===== config.mk =====
export PLATFORM = sky130hd
export DESIGN_NAME = riscv_div_unit_flat
export DESIGN_NICKNAME = d
export VERILOG_FILES = /design/src/rtl/riscv_div_unit_if.sv /design/src/rtl/riscv_div_unit.sv /design/src/flat_wrapper.sv
export SDC_FILE = /design/constraint.sdc
export NUM_CORES = 1
export LEC_CHECK = 0
export CORE_ASPECT_RATIO = 1.25
export CORE_MARGIN = 2
export CORE_UTILIZATION = 43
export CTS_BUF_LIST = sky130_fd_sc_hd__clkbuf_4
export CTS_CLUSTER_SIZE = 30
export DETAILED_ROUTE_END_ITERATION = 6
export GPL_ROUTABILITY_DRIVEN = 0
export PLACE_DENSITY = 0.63
export SLEW_MARGIN = 20
export SYNTH_ARGS = -nofsm -noshare
export SYNTH_HDL_FRONTEND = slang
export SYNTH_SLANG_ARGS = --single-unit

===== constraint.sdc =====
create_clock -name clk -period 2.85 [get_ports clk]
set_clock_uncertainty 0.05 [all_clocks]
set_input_delay 0.285 -clock clk [delete_from_list [all_inputs] [get_ports clk]]
set_output_delay 0.285 -clock clk [all_outputs]
set_load 0.02 [all_outputs]

===== src/rtl/riscv_div_unit_if.sv =====
// rtl/riscv_div_unit_if.sv - request/response bundle between execute stage and the divider
//
// master (execute stage): start, op, dividend, divisor, kill -> ready, busy, valid, result
// slave  (divider)      : the same signals with directions reversed
interface riscv_div_unit_if #(
    parameter int WIDTH = 32
);
    logic             start;
    logic [4:0]       op;
    logic [WIDTH-1:0] dividend;
    logic [WIDTH-1:0] divisor;
    logic             kill;
    logic             ready;
    logic             busy;
    logic             valid;
    logic [WIDTH-1:0] result;

    modport master (
        output start, op, dividend, divisor, kill,
        input  ready, busy, valid, result
    );

    modport slave (
        input  start, op, dividend, divisor, kill,
        output ready, busy, valid, result
    );
endinterface


===== src/rtl/riscv_div_unit.sv =====
// rtl/riscv_div_unit.sv - iterative radix-2 restoring divider for RV32M DIV/DIVU/REM/REMU
//
// Ports:
//   clk     in   rising-edge clock
//   rstN    in   asynchronous active-low reset
//   div_if  slave modport of riscv_div_unit_if:
//     start/op/dividend/divisor  request, accepted when ready and op is a divide op
//     kill                       flush, forces IDLE on the next edge and suppresses valid
//     ready                      request can be accepted this cycle (IDLE or DONE)
//     busy                       operation in flight (CALC or FIX), stalls the front end
//     valid/result               one-cycle result pulse; result holds until the next FIX
//
// Optional feature: define DIV_EARLY_OUT_EN to resolve divide-by-zero and signed
// overflow at acceptance, skipping CALC (valid in cycle 2 instead of WIDTH+2).
module riscv_div_unit #(
    parameter int WIDTH = 32
) (
    input  logic             clk,
    input  logic             rstN,
    riscv_div_unit_if.slave  div_if
);
    localparam int CW = $clog2(WIDTH);

    // alu_operation_t encodings of the divide group
    localparam logic [4:0] OP_DIV  = 5'd20;
    localparam logic [4:0] OP_DIVU = 5'd21;
    localparam logic [4:0] OP_REM  = 5'd22;
    localparam logic [4:0] OP_REMU = 5'd23;

    typedef enum logic [1:0] {
        IDLE,
        CALC,
        FIX,
        DONE
    } state_t;

    state_t           state;
    state_t           state_nxt;
    logic [CW-1:0]    count;
    logic [WIDTH-1:0] rem;
    logic [WIDTH-1:0] quo;
    logic [WIDTH-1:0] dvs;
    logic             neg_q;
    logic             neg_r;
    logic             is_rem;
    logic [WIDTH-1:0] result;

    logic             is_div_op;
    logic             signed_op;
    logic             accept;
    logic             ready_c;
    logic             busy_c;
    logic             valid_c;
    logic [WIDTH-1:0] abs_a;
    logic [WIDTH-1:0] abs_b;
    logic [WIDTH:0]   trial;
    logic [WIDTH-1:0] rem_shift;
    logic [WIDTH-1:0] q_fix;
    logic [WIDTH-1:0] r_fix;

    assign is_div_op = (div_if.op == OP_DIV) || (div_if.op == OP_DIVU) ||
                       (div_if.op == OP_REM) || (div_if.op == OP_REMU);
    assign signed_op = (div_if.op == OP_DIV) || (div_if.op == OP_REM);

    assign abs_a = (signed_op && div_if.dividend[WIDTH-1]) ? -div_if.dividend : div_if.dividend;
    assign abs_b = (signed_op && div_if.divisor[WIDTH-1])  ? -div_if.divisor  : div_if.divisor;

`ifdef DIV_EARLY_OUT_EN
    localparam logic [WIDTH-1:0] INT_MIN = {1'b1, {(WIDTH-1){1'b0}}};
    logic div_zero;
    logic overflow;
    logic early_out;
    assign div_zero  = (div_if.divisor == '0);
    assign overflow  = signed_op && (div_if.dividend == INT_MIN) && (div_if.divisor == '1);
    assign early_out = div_zero || overflow;
`endif

    // One restoring step: the W+1-bit subtract keeps the bit shifted out of rem,
    // so a partial remainder of up to 2*divisor-1 is compared correctly.
    assign rem_shift = {rem[WIDTH-2:0], quo[WIDTH-1]};
    assign trial     = {rem, quo[WIDTH-1]} - {1'b0, dvs};

    assign q_fix = neg_q ? -quo : quo;
    assign r_fix = neg_r ? -rem : rem;

    always_ff @(posedge clk or negedge rstN) begin
        if (!rstN) begin
            state <= IDLE;
        end else begin
            state <= state_nxt;
        end
    end

    always_comb begin
        state_nxt = state;
        accept    = 1'b0;
        ready_c   = 1'b0;
        busy_c    = 1'b0;
        valid_c   = 1'b0;
        case (state)
            IDLE: begin
                ready_c = 1'b1;
            end
            CALC: begin
                busy_c = 1'b1;
                if (count == '0) begin
                    state_nxt = FIX;
                end
            end
            FIX: begin
                busy_c    = 1'b1;
                state_nxt = DONE;
            end
            DONE: begin
                ready_c   = 1'b1;
                valid_c   = !div_if.kill;
                state_nxt = IDLE;
            end
            default: state_nxt = IDLE;
        endcase
        if (ready_c && div_if.start && is_div_op && !div_if.kill) begin
            accept = 1'b1;
`ifdef DIV_EARLY_OUT_EN
            state_nxt = early_out ? FIX : CALC;
`else
            state_nxt = CALC;
`endif
        end
        if (div_if.kill) begin
            state_nxt = IDLE;
        end
    end

    always_ff @(posedge clk or negedge rstN) begin
        if (!rstN) begin
            count  <= '0;
            rem    <= '0;
            quo    <= '0;
            dvs    <= '0;
            neg_q  <= 1'b0;
            neg_r  <= 1'b0;
            is_rem <= 1'b0;
            result <= '0;
        end else if (accept) begin
            is_rem <= (div_if.op == OP_REM) || (div_if.op == OP_REMU);
            // A zero divisor must yield all ones regardless of the dividend sign,
            // so the quotient is never negated in that case.
            neg_q  <= signed_op && (div_if.dividend[WIDTH-1] ^ div_if.divisor[WIDTH-1]) &&
                      (div_if.divisor != '0);
            neg_r  <= signed_op && div_if.dividend[WIDTH-1];
            dvs    <= abs_b;
            rem    <= '0;
            quo    <= abs_a;
            count  <= CW'(WIDTH - 1);
`ifdef DIV_EARLY_OUT_EN
            // Preload the magnitudes the iterative datapath would have produced.
            if (div_zero) begin
                quo <= '1;
                rem <= abs_a;
            end else if (overflow) begin
                quo <= INT_MIN;
                rem <= '0;
            end
`endif
        end else if (state == CALC) begin
            if (!trial[WIDTH]) begin
                rem <= trial[WIDTH-1:0];
                quo <= {quo[WIDTH-2:0], 1'b1};
            end else begin
                rem <= rem_shift;
                quo <= {quo[WIDTH-2:0], 1'b0};
            end
            if (count != '0) begin
                count <= count - CW'(1);
            end
        end else if (state == FIX) begin
            result <= is_rem ? r_fix : q_fix;
        end
    end

    assign div_if.ready  = ready_c;
    assign div_if.busy   = busy_c;
    assign div_if.valid  = valid_c;
    assign div_if.result = result;
endmodule


===== src/flat_wrapper.sv =====
// flat-port wrapper written by rule: the top's interface ports become plain ports
module riscv_div_unit_flat 
#(
    parameter int WIDTH = 32
)
  (clk, rstN, div_if_start, div_if_op, div_if_dividend, div_if_divisor, div_if_kill, div_if_ready, div_if_busy, div_if_valid, div_if_result);
  riscv_div_unit_if #(.WIDTH(WIDTH)) div_if_i ();
  input  logic clk;
  input  logic rstN;
  input wire logic [$bits(div_if_i.start)-1:0] div_if_start;
  input wire logic [$bits(div_if_i.op)-1:0] div_if_op;
  input wire logic [$bits(div_if_i.dividend)-1:0] div_if_dividend;
  input wire logic [$bits(div_if_i.divisor)-1:0] div_if_divisor;
  input wire logic [$bits(div_if_i.kill)-1:0] div_if_kill;
  output wire logic [$bits(div_if_i.ready)-1:0] div_if_ready;
  output wire logic [$bits(div_if_i.busy)-1:0] div_if_busy;
  output wire logic [$bits(div_if_i.valid)-1:0] div_if_valid;
  output wire logic [$bits(div_if_i.result)-1:0] div_if_result;
  assign div_if_i.start = div_if_start;
  assign div_if_i.op = div_if_op;
  assign div_if_i.dividend = div_if_dividend;
  assign div_if_i.divisor = div_if_divisor;
  assign div_if_i.kill = div_if_kill;
  assign div_if_ready = div_if_i.ready;
  assign div_if_busy = div_if_i.busy;
  assign div_if_valid = div_if_i.valid;
  assign div_if_result = div_if_i.result;
  riscv_div_unit #(.WIDTH(WIDTH)) u_core (.clk(clk), .rstN(rstN), .div_if(div_if_i));
endmodule

==> impl_summary.md <==
Placed design
After detailed placement, the design holds a cell count of 1,745. Once detailed placement completed, the half-perimeter wirelength came to 21,700 um. During placement, the flow inserted port buffers numbering 107. Once placement finished, the instance area stood at 12,600 sq um.

Critical path
Along the worst path, the maximum fanout reaches 4. The startpoint of the worst register-to-register path is u_core.rem[9]$_DFFE_PN0P_. Data arrives at the worst endpoint at 3400 ps. The kind of start point of the critical path is a flip-flop. The worst setup path is captured at a flip-flop. Following the worst setup path forward leads to its endpoint at u_core.div_if.result[16]$_DFFE_PN0P_.

Across all register-to-register paths, the minimum setup slack is -120 ps. The worst setup path is of the flip-flop to flip-flop kind. The data required time of the critical path is 3290 ps.

In this run the worst setup path begins at u_core.rem[9]$_DFFE_PN0P_. The count of cells along the worst register-to-register path is 8. The reg-to-reg endpoint is u_core.div_if.result[16]$_DFFE_PN0P_.

Routing
The via density per instance is 5.47. The initial DRC count is a little under 600. The post-detailed-route wirelength per cell is about 16 um. The final wirelength is 29,300 um. The number of design rule violations left after detail routing is 0. Before antenna repair, the detailed router went through 5 iterations. The residual antenna-violating net count after detailed routing is 0.

The number of vias after detailed routing is 9,838.

Global route
The largest net degree at the start of global routing is 107. The layer with the highest usage after global routing is met2. The via count of the first global-routing pass was between 9,000 and 10,000. The global-route wire length before repair is 47,300 um. Global routing used a little under a quarter of the available tracks across all layers. Global routing used ~3.2% of the available met3 tracks. The initial antenna violation count is 1. The aggregate global routing overflow is 0. The met2 capacity usage during global routing is approximately two fifths. The routing usage on met1 is around 29%.

Power and ir drop
The share of power burned in registers is 22.7%. The analysis attributes to cell leakage a power of 5.43 nW. The internal power of the cells totals 0.00939 W. The worst-case IR drop observed on VDD is between 700 and 800 uV. The relative contribution of the clock network to total power is 8.1%. In this run the power density over the cells is 1290 nW/um^2.

The switching share of total power is 46.0%. The power share of the combinational group is 69.1%. The net load switching power is 0.00800 W.

Final layout
In the final layout, the multi-input gates occupy 6770 sq um. Cells fill 56.6% of the core in the end. The number of nets in the final layout is 1,578. The signed area change from the synthesized netlist to the final layout is 29.3%.

Excluding fillers, the count of instances in the completed layout stands at 1,800. Cells with a size suffix above 1 make up 16.1% of the layout. The finished cells cover 13,500 sq um. Across the whole layout, storage elements account for roughly 3500 sq um. The layout has approximately 2,300 filler cells.

STA
Timing would allow up to 337 MHz. Adding up every negative setup slack in the final design gives -240 ps. The tightest slew margin relative to the limit is 37.6%. The routed design could run at a clock period as short as 2970 ps. The worst-margin pin slew is 935 ps. The final-report setup violation count is 5.

Across all setup checks in the final design, the least slack found is -115 ps. The final-report max-slew violation count came to 0. The post-route clock period utilization is 104%.

Setup repair after global routing could not meet its margin everywhere. The hold violation count in the final report is 0.

Logic synthesis
Of the synthesized area, sequential elements account for 33.1%. The synthesized netlist contains 60 unique library cells. During synthesis, Yosys emitted a total of 0 warnings. The count of state elements after synthesis is approximately 140. After synthesis the cells add up to 10,400 sq um. The gate count of the mapped netlist is between 1,000 and 1,500.

The flip-flop cell with the highest count after synthesis is sky130_fd_sc_hd__dfrtp_1. The number of synthesized flops with an enable pin is 0. The average instance in the mapped netlist occupies 8.26 sq um. The fraction of registers with async set or reset after synthesis is 100%.

The synthesized net count is 1,378.

Floorplanning
The effective utilization at floorplan is roughly 44%. The die covers roughly 26,000 sq um. The core region area is 23,800 sq um. In this run the vertical extent of the chip is 178 um.

During I/O placement, the number of pins put on the boundary was 108. Row generation in the floorplan step produced 63 rows. From left edge to right edge, the die measures 143 um.

Clock network
After clock tree synthesis, the clock-pin slew on the worst setup and hold paths is 130 ps. CTS saw 138 sinks. TritonCTS built the clock tree. In this run the clock root is driven by a sky130_fd_sc_hd__clkbuf_4. The H-tree generated during clock tree synthesis spans 4 levels. Clock latency on the worst-skew pair, taken at its later pin, is between 500 and 600 ps. The number of buffers on the longest clock path is 2. The number of clock buffers added by TritonCTS is 17.

Run status
The flow ran to the end, but the final reports show violations. The checks that failed: setup timing.

Flow run
The reported max-cap violation count is 0.

Hold path
The tightest min-delay check is of the input pin to asynchronous set/reset pin type.
==> registers in the layout, summed over array words and instances (netlist names) <==
name	count
u_core.quo	32
u_core.rem	32
u_core.neg_q	1
u_core.is_rem	1
u_core.state	2
u_core.neg_r	1
u_core.div_if.result	32
u_core.dvs	32
u_core.count	5
==> cell usage in the layout (no fill, tap or decap), types with 25 or more instances in the layout <==
master,n
sky130_fd_sc_hd__nand2_1,150
sky130_fd_sc_hd__dfrtp_1,138
sky130_fd_sc_hd__o21ai_0,135
sky130_fd_sc_hd__buf_4,127
sky130_fd_sc_hd__clkdlybuf4s50_1,106
sky130_fd_sc_hd__a21oi_1,84
sky130_fd_sc_hd__xnor2_1,79
sky130_fd_sc_hd__inv_1,76
sky130_fd_sc_hd__xor2_1,69
sky130_fd_sc_hd__nor2_1,61
sky130_fd_sc_hd__mux2i_1,55
sky130_fd_sc_hd__ha_1,34
sky130_fd_sc_hd__nand3_1,25
==> critical path, stage by stage (launching register included) <==
cell and delay [ps]:
sky130_fd_sc_hd__dfrtp_1 460, sky130_fd_sc_hd__or4_4 570, sky130_fd_sc_hd__or3_4 410, sky130_fd_sc_hd__or2_4 240, sky130_fd_sc_hd__or3_4 350, sky130_fd_sc_hd__o31ai_4 240
sky130_fd_sc_hd__xor2_1 170, sky130_fd_sc_hd__a21oi_1 80, sky130_fd_sc_hd__mux2_4 290
==> repair_timing <==
action                                  CTS  global route
endpoints found under the setup margin   30            47
hold buffers                              1             0
hold endpoints to repair                 48             0
cloned                                    0             3
pin swaps                                 1            39
setup buffers                             4            14
resized for setup                        12            58
==> synth_stat cells, types with 12 or more instances <==
master / count / area (sq um)
sky130_fd_sc_hd__mux2i_1: 57 / 571
sky130_fd_sc_hd__a21o_1: 13 / 97.6
sky130_fd_sc_hd__nand3_1: 25 / 125
sky130_fd_sc_hd__a21oi_1: 90 / 450
sky130_fd_sc_hd__inv_1: 77 / 289
sky130_fd_sc_hd__o21ai_1: 12 / 60.1
sky130_fd_sc_hd__or3_1: 17 / 106
sky130_fd_sc_hd__nor3_1: 17 / 85.1
sky130_fd_sc_hd__dfrtp_1: 138 / 3450
sky130_fd_sc_hd__nand2b_1: 15 / 93.8
sky130_fd_sc_hd__o21ai_0: 144 / 721
sky130_fd_sc_hd__nor4_1: 14 / 87.6
sky130_fd_sc_hd__o211ai_1: 21 / 158
sky130_fd_sc_hd__ha_1: 43 / 538
sky130_fd_sc_hd__nand2_1: 153 / 574
sky130_fd_sc_hd__xor2_1: 70 / 613
sky130_fd_sc_hd__nor2_1: 61 / 229
sky130_fd_sc_hd__clkbuf_1: 55 / 206
sky130_fd_sc_hd__o31ai_1: 26 / 195
sky130_fd_sc_hd__xnor2_1: 79 / 692
==> worst min-delay path by stage <==
stage | startpoint | endpoint | slack (ps) | cells after the start
2_1_floorplan | rstN | u_core.count[0]$_DFFE_PN0P_ | -60 | 0
3_3_place_gp | rstN | u_core.dvs[31]$_DFFE_PN0P_ | 210 | 1
3_5_place_dp | rstN | u_core.dvs[31]$_DFFE_PN0P_ | 210 | 1
4_1_cts | rstN | u_core.dvs[31]$_DFFE_PN0P_ | 140 | 2
5_1_grt | rstN | u_core.dvs[31]$_DFFE_PN0P_ | 150 | 2
6_report | rstN | u_core.dvs[31]$_DFFE_PN0P_ | 130 | 2
==> metrics by stage <==
step / hold WS, ps / setup slack [ps] / total power [W]
2_1_floorplan: -60.6 / 49.1 / 0.0106
3_3_place_gp: 214 / -66.6 / 0.0144
3_5_place_dp: 214 / -122 / 0.0146
4_1_cts: 143 / -17.7 / 0.0162
5_1_grt: 153 / -221 / 0.0188
6_report: 133 / -115 / 0.0174
==> power groups by stage <==
stage	combinational, W	sequential (W)	clock (W)
6_report	0.0120	0.00395	0.00142
3_3_place_gp	0.0105	0.00394	0
2_1_floorplan	0.00653	0.00405	0
5_1_grt	0.0132	0.00408	0.00153
4_1_cts	0.0108	0.00392	0.00143
3_5_place_dp	0.0106	0.00396	0
==> layout make-up <==
cell class / count / area share [%]
diodes: 1 / 0.0186
inverters: 78 / 2.17
multi-input cells: 980 / 50.2
well taps: 325 / 3.02
clock buffers: 17 / 0.947
clock inverters: 15 / 1.29
flip-flops and latches: 138 / 25.6
repair buffers: 246 / 16.7
==> cells by family after synthesis <==
group                    count (synthesis)  share of synthesized area, %
AO/OA/AOI/OAI                          372                          21.6
XOR/XNOR                               149                          12.5
AND/OR/NAND/NOR                        352                          16.1
flip-flops                             138                          33.1
adder cells (fa/ha/maj)                 44                          5.36
multiplexers                            63                          6.12
buffers and inverters                  143                          5.19
==> routing by layer <==
metal / part of all wire (%) / vias up
met5: 0 / -
met4: 2.7 / 0
met3: 2.6 / 53
met2: 53 / 182
met1: 42 / 4739
li1: - / 4864
Power figures use the tool's default switching activity.
